File: config.mk
export PLATFORM = sky130hd
export DESIGN_NAME = hazard_ctrl
export DESIGN_NICKNAME = d
export VERILOG_FILES = /design/src/rtl/hazard_pkg.sv /design/src/rtl/hazard_scoreboard.sv /design/src/rtl/hazard_ctrl.sv
export SDC_FILE = /design/constraint.sdc
export NUM_CORES = 1
export LEC_CHECK = 0
export BUFFER_PORTS_ARGS = -buffer_cell sky130_fd_sc_hd__buf_4
export CORE_MARGIN = 10
export CORE_UTILIZATION = 49
export DETAILED_ROUTE_END_ITERATION = 12
export PLACE_DENSITY = 0.83
export SLEW_MARGIN = 30
export SYNTH_ARGS = -nofsm -noshare
export SYNTH_HDL_FRONTEND = slang
export SYNTH_SLANG_ARGS = --single-unit
File: constraint.sdc
create_clock -name clk -period 9.5 [get_ports clk]
set_clock_uncertainty 0.15 [all_clocks]
set_input_delay 1.9 -clock clk [delete_from_list [all_inputs] [get_ports clk]]
set_output_delay 1.9 -clock clk [all_outputs]
set_load 0.005 [all_outputs]
File: src/rtl/hazard_pkg.sv
// Shared types and constants for the pipeline hazard/flush controller.
package hazard_pkg;

    localparam int unsigned REG_ADDR_W = 5;
    localparam logic [REG_ADDR_W-1:0] X0 = '0;

    typedef enum logic {
        ST_RUN,
        ST_FLUSH
    } state_e;

endpackage

File: src/rtl/hazard_scoreboard.sv
// Per-register pending bits for long-latency writers, with a 3-port
// combinational lookup (rs1, rs2, rd). Register x0 is never tracked.
module hazard_scoreboard
    import hazard_pkg::*;
#(
    parameter int unsigned NUM_REGS = 32,
    parameter int unsigned ADDR_W   = REG_ADDR_W
) (
    input  logic                clk,
    input  logic                reset,
    input  logic                set_en,
    input  logic [ADDR_W-1:0]   set_addr,
    input  logic                clr_en,
    input  logic [ADDR_W-1:0]   clr_addr,
    input  logic [ADDR_W-1:0]   rs1_addr,
    input  logic [ADDR_W-1:0]   rs2_addr,
    input  logic [ADDR_W-1:0]   rd_addr,
    output logic                rs1_hit,
    output logic                rs2_hit,
    output logic                rd_hit,
    output logic [NUM_REGS-1:0] pending
);

    logic [NUM_REGS-1:0] pending_q;
    logic [NUM_REGS-1:0] pending_d;

    // NOTE: the default copy of pending_q first keeps every path assigned, so no latch is inferred.
    always_comb begin
        pending_d = pending_q;
        if (clr_en && (clr_addr != ADDR_W'(X0))) begin
            pending_d[clr_addr] = 1'b0;
        end
        // Applied after the clear so a same-cycle set to the same register wins.
        if (set_en && (set_addr != ADDR_W'(X0))) begin
            pending_d[set_addr] = 1'b1;
        end
        pending_d[0] = 1'b0;
    end

    // NOTE: sequential state uses non-blocking assignments only; these are plain flops, so every bit is reset.
    always_ff @(posedge clk) begin
        if (reset) begin
            pending_q <= '0;
        end else begin
            pending_q <= pending_d;
        end
    end

    assign rs1_hit = pending_q[rs1_addr];
    assign rs2_hit = pending_q[rs2_addr];
    assign rd_hit  = pending_q[rd_addr];
    assign pending = pending_q;

endmodule

File: src/rtl/hazard_ctrl.sv
// Issue/stall/flush controller beside id_stage: scoreboard hazards plus a taken-branch
// flush sequencer. Define HAZARD_PERF_EN to add stall/flush cycle counters.
module hazard_ctrl
    import hazard_pkg::*;
#(
    parameter int unsigned NUM_REGS     = 32,
    parameter int unsigned ADDR_W       = REG_ADDR_W,
    parameter int unsigned FLUSH_CYCLES = 2
) (
    input  logic                clk,
    input  logic                reset,
    input  logic                id_valid,
    input  logic [ADDR_W-1:0]   id_rs1,
    input  logic [ADDR_W-1:0]   id_rs2,
    input  logic [ADDR_W-1:0]   id_rd,
    input  logic                id_uses_rs1,
    input  logic                id_uses_rs2,
    input  logic                id_writes_rd,
    input  logic                id_long,
    input  logic                wb_valid,
    input  logic [ADDR_W-1:0]   wb_rd,
    input  logic                branch_taken,
    output logic                issue,
    output logic                stall_if,
    output logic                stall_id,
    output logic                flush_id,
    output logic                flush_ex,
    output logic [NUM_REGS-1:0] busy_mask
`ifdef HAZARD_PERF_EN
    ,
    output logic [31:0]         perf_stall_cycles,
    output logic [31:0]         perf_flush_cycles
`endif
);

    localparam int unsigned CNT_W = (FLUSH_CYCLES > 1) ? $clog2(FLUSH_CYCLES) : 1;

    state_e           state_q, state_d;
    logic [CNT_W-1:0] flush_cnt_q, flush_cnt_d;
    logic             rs1_hit, rs2_hit, rd_hit;
    logic             hazard;
    logic             stall;

    hazard_scoreboard #(
        .NUM_REGS (NUM_REGS),
        .ADDR_W   (ADDR_W)
    ) u_scoreboard (
        .clk      (clk),
        .reset    (reset),
        .set_en   (issue & id_long & id_writes_rd),
        .set_addr (id_rd),
        .clr_en   (wb_valid),
        .clr_addr (wb_rd),
        .rs1_addr (id_rs1),
        .rs2_addr (id_rs2),
        .rd_addr  (id_rd),
        .rs1_hit  (rs1_hit),
        .rs2_hit  (rs2_hit),
        .rd_hit   (rd_hit),
        .pending  (busy_mask)
    );

    assign hazard = id_valid & ((id_uses_rs1 & rs1_hit) |
                                (id_uses_rs2 & rs2_hit) |
                                (id_writes_rd & rd_hit));

    // Everything is forced quiet while reset is held, independent of stale state.
    assign flush_id = !reset & (branch_taken | (state_q == ST_FLUSH));
    assign stall    = !reset & hazard & !flush_id;
    assign stall_if = stall;
    assign stall_id = stall;
    assign flush_ex = !reset & (branch_taken | stall);
    assign issue    = !reset & id_valid & !hazard & !flush_id;

    // A branch in RUN or FLUSH (re)loads the counter; FLUSH_CYCLES=1 never leaves RUN.
    always_comb begin
        state_d     = state_q;
        flush_cnt_d = flush_cnt_q;
        if (branch_taken) begin
            if (FLUSH_CYCLES > 1) begin
                state_d     = ST_FLUSH;
                flush_cnt_d = CNT_W'(FLUSH_CYCLES - 1);
            end
        end else if (state_q == ST_FLUSH) begin
            flush_cnt_d = flush_cnt_q - CNT_W'(1);
            if (flush_cnt_q == CNT_W'(1)) begin
                state_d = ST_RUN;
            end
        end
    end

    always_ff @(posedge clk) begin
        if (reset) begin
            state_q     <= ST_RUN;
            flush_cnt_q <= '0;
        end else begin
            state_q     <= state_d;
            flush_cnt_q <= flush_cnt_d;
        end
    end

`ifdef HAZARD_PERF_EN
    logic [31:0] perf_stall_q, perf_stall_d;
    logic [31:0] perf_flush_q, perf_flush_d;

    always_comb begin
        perf_stall_d = perf_stall_q + {31'd0, stall_id};
        perf_flush_d = perf_flush_q + {31'd0, flush_id};
    end

    always_ff @(posedge clk) begin
        if (reset) begin
            perf_stall_q <= '0;
            perf_flush_q <= '0;
        end else begin
            perf_stall_q <= perf_stall_d;
            perf_flush_q <= perf_flush_d;
        end
    end

    assign perf_stall_cycles = perf_stall_q;
    assign perf_flush_cycles = perf_flush_q;
`endif

endmodule

Word-level counts from Yosys, hierarchy flattened --
Index checks and enable logic that the tools add are counted. Widths: inputs -> output; s select.
Word-level totals: register bits after elaboration 34, word-level logic and storage cells 58, output and inout port bits 37
Operators by class: mux-type cells 17, magnitude comparators 6, reduce and logical (&&, ||, !) cells 10, add/subtract/negate cells 1, bitwise gates (word level) 20
Operators with widths (count):
- $mux 32 | 2
- $and 32x32->32 | 1
- $not 32->32 | 1
- $or 32x32->32 | 1
- $lt 5x6->1 const B | 4
- $bmux 1 s5 | 3
- $and 1x1->1 | 13
- $demux 1 s5 | 2
- $ge 5x1->1 const B | 2
- $mux 1 | 10
- $reduce_bool 5->1 | 2
- $logic_and 1x1->1 | 4
- $or 1x1->1 | 4
- $logic_not 1->1 | 3
- $reduce_bool 2->1 | 1
- $sub 1x1->1 const B | 1

Logic depth before layout (Yosys ltp) --
depth in word-level cells 13, gate-level depth with buffers 11, depth with buffers taken out 7

Modules after synthesis --
A second synthesis with hierarchy kept.
Unflattened totals: cells, all modules 295, area, all modules 2394.8 um2
By module, submodules not included:
- hazard_scoreboard | times used 1, cells an instance 279, area each 2257.2 um2, sequential area each 620.6 um2
- hazard_ctrl | times used 1, cells an instance 16, area each 137.6 um2, sequential area each 40.0 um2

Worst setup path before layout --
No wires, ideal clock.
kind input to output, start point input id_rs1[1], end point output stall_if, slack 3.656 ns, data arrival time 3.794 ns, path buffers 3, cell stages on the path 8, cells stage by stage buf_2 mux4_2 mux2_2 nor3b_1 o41ai_2 buf_2 o21a_1 buf_4
On the way: word-level cells in the longest chain between the ends 8
Ends and longest elaborated chain:
- from (decl) | RTL line hazard_ctrl.sv:13 | input logic [ADDR_W-1:0] id_rs1,
- $bmux 1 s5 | RTL line hazard_scoreboard.sv:49 | assign rs1_hit = pending_q[rs1_addr];
- $mux 1 (implied by the code) | RTL line hazard_scoreboard.sv:49
- $and 1x1->1 | RTL line hazard_ctrl.sv:63 | assign hazard = id_valid & ((id_uses_rs1 & rs1_hit) |
- $or 1x1->1 | RTL line hazard_ctrl.sv:63
- $or 1x1->1 | RTL line hazard_ctrl.sv:64 | (id_uses_rs2 & rs2_hit) |
- $and 1x1->1 | RTL line hazard_ctrl.sv:63
- $and 1x1->1 (2 in series) | RTL line hazard_ctrl.sv:69 | assign stall = !reset & hazard & !flush_id;
- to (decl) | RTL line hazard_ctrl.sv:24 | output logic stall_if,
No other way between the ends. The select of a mux whose other input is x is not followed.

Worst setup path after layout --
start point input id_rs2[1], end point output stall_if
On the way: word-level cells in the longest chain between the ends 8
Ends and longest elaborated chain:
- from (decl) | RTL line hazard_ctrl.sv:14 | input logic [ADDR_W-1:0] id_rs2,
- $bmux 1 s5 | RTL line hazard_scoreboard.sv:50 | assign rs2_hit = pending_q[rs2_addr];
- $mux 1 (implied by the code) | RTL line hazard_scoreboard.sv:50
- $and 1x1->1 | RTL line hazard_ctrl.sv:64
- $or 1x1->1 | RTL line hazard_ctrl.sv:63
- $or 1x1->1 | RTL line hazard_ctrl.sv:64
- $and 1x1->1 | RTL line hazard_ctrl.sv:63
- $and 1x1->1 (2 in series) | RTL line hazard_ctrl.sv:69
No other way between the ends. The select of a mux whose other input is x is not followed.

==> results_dict.tcl <==
set metrics [dict create \
    status "finished clean" \
    cap_violations 0 \
    antenna_found_initial 0 \
    drc 0 \
    die_x_um 91.4 \
    final_nets 362 \
    stdcell_area_um2 3080 \
    area_growth_pct 23.0 \
    syn-cell-area_um2 2500 \
    place_inst 393 \
    num_io_pins 66 \
    root_buffer "clkbuf_8" \
    hold_class "reg -> reg" \
    wire_per_inst_um 22.1 \
    cts_hold_buf 0 \
    insertion_delay_ns 0.29 \
    routed_wl_um 8840 \
    ant_nets 0 \
    period_needed_ns 6.22 \
    path_class "in -> out" \
    period_share_pct 65.4 \
    start_util_pct 51.6 \
    post-cts-setup-buffer-count 0 \
    critical_path.startpoint_type "input port" \
    die_h_um 91.4 \
    hpwl_um 6260 \
    gp_congestion 0.942 \
    hold_ws_ns 0.314 \
    clockBufferDepth 2 \
    cts_made_buffers 5 \
    via_per_inst 6.89 \
    cp-end-kind "primary output" \
    crit_required_ns 7.45 \
    diodes 0 \
    final_cells 401 \
    critPathMaxFanout 34 \
    grt_max_degree 35 \
    synth-warning-count 0 \
    finalPower_mw 0.317 \
    final_cell_mix "buf_4, nand2_1, dfxtp_1" \
    die_area_um2 8360 \
    synth_fp_nets 314 \
    grt_usage_pct 20.8 \
    tightestPinTransition_ns 0.821 \
    vdd_drop_max_uv 99.7 \
    final_layout_size_suffix_gt1_share_pct 31.7 \
    power_density_nw_per_um2 103 \
    finalMaxSlewViolations 0 \
    overflow 0 \
    layout.filler_cells 433 \
    setup_viol 0 \
    grt_pass1_wl_um 14500 \
    rows 25 \
    layout_setup_ws_ns 3.28 \
    dpl_cell_area_um2 2970 \
    cts.sinks 33 \
    vias 2762 \
    power_leakage_nw 1.15 \
    ys_seq_elements 33 \
    cts_tree "done" \
    grt_setup_unrepaired "no" \
    h-tree-depth 2 \
    pre_cts_ws_ns 3.35 \
    first_global_vias 2809 \
    ctsResizeCount 0 \
    syn_avg_cell_area_um2 8.78 \
    core_um2 4850 \
    max_freq_mhz 161 \
    io_buffers 64 \
    clk_pin_slew_ns 0.06 \
    fin_util_pct 63.4 \
    final_common_cell "buf_4" \
    setup_tns_ns 0 \
    hold_viol_final 0 \
    firstDrtPassIters 5 \
    relSlewSlack_pct 45.2 \
    ys_seq_area_share_pct 26.4 \
    crit_arrival_ns 4.17 \
    drt_iter0_markers 311 \
    ys_types 47 \
    syn-instance-count 285 \
]
## metal layers
layer / vias to the layer above / wire length (um) / global-route usage (%)
li1: 1194 / - / -
met1: 1292 / 3460 / 25.8
met2: 231 / 4000 / 33.6
met3: 45 / 1040 / 5.19
met4: 0 / 344 / 8.36
met5: - / 0 / 0
## logic make-up (layout without fill, tap and decap cells)
logic type      count (synthesis)  count (layout)  synth area share, %
simple gates                  110             110                 20.7
compound gates                 77              77                 25.9
mux                            33              33                 21.0
flops                          33              33                 26.4
buf+inv                        30              79                 5.50
other cells                     1               1                0.150
xor+xnor                        1               1                0.350
## cell usage after synthesis, drive strengths merged
cell type  number  area share (%)
or2             1            0.25
a211oi          1            0.30
inv             4            0.60
a211o           1            0.35
and3            3            0.75
o22ai           1            0.25
nor3b           2            0.60
nand4b          1            0.35
and2            1            0.25
nor2           18             2.7
nor2b           8             2.0
a221oi          3             1.1
nand2b          2            0.50
and4b           1            0.40
clkinv          1            0.15
a311oi          2            0.70
a21o            1            0.30
mux4           15              14
nand3          21             4.2
o41ai           1            0.65
o2bb2ai         1            0.35
o31ai          32              11
a22oi           1            0.30
o211ai         24             7.2
nor3            4            0.80
clkbuf         13             2.0
nor4            1            0.25
nand2          43             6.5
mux2            5             2.3
dfxtp          33              26
a311o           1            0.40
a2111oi         3             1.1
buf            12             2.8
mux2i          13             5.2
conb            1            0.15
o21a            1            0.30
o311ai          2            0.70
a32o            1            0.40
a21oi           1            0.20
nand3b          4             1.2
xnor2           1            0.35
## flip-flops by register name, summed over array words and instances (netlist names)
name	flops
u_scoreboard.pending	31
flush_cnt_q	1
state_q	1
## report_power, final
group	switching [mW]	leakage, nW	total [mW]	internal [mW]
combinational	0.0368	0.833	0.0582	0.0215
clock	0.0535	0.0542	0.119	0.0655
sequential	0.000677	0.266	0.140	0.139
## critical path, cell delays in order
cell       delay [ns]
buf_4            0.24
mux2_1           0.35
o311ai_1         0.23
a221oi_1         0.09
o2bb2ai_1        0.14
o31ai_1          0.38
o41ai_4          0.15
buf_4            0.29
o21a_1           0.24
buf_4            0.13
## worst paths after layout
check | startpoint | end | slack [ns] | cells past startpoint
min reg2reg | flush_cnt_q | state_q | 0.31 | 1
max | id_rs2[1] | stall_if | 3.28 | 10
min | flush_cnt_q | state_q | 0.31 | 1
max reg2reg | u_scoreboard.pending[30] | u_scoreboard.pending[16] | 6.75 | 5
## cell type report
type / instances / area [um^2] / share of cell area, %
multi-input combinational: 222 / 1720 / 55.8
sequential: 33 / 661 / 21.5
timing repair buffer: 66 / 495 / 16.1
clock buffer: 7 / 96.3 / 3.13
tap: 67 / 83.8 / 2.73
inverter: 5 / 18.8 / 0.610
clock inverter: 1 / 5.00 / 0.163
(Power assumes the default switching activity.)
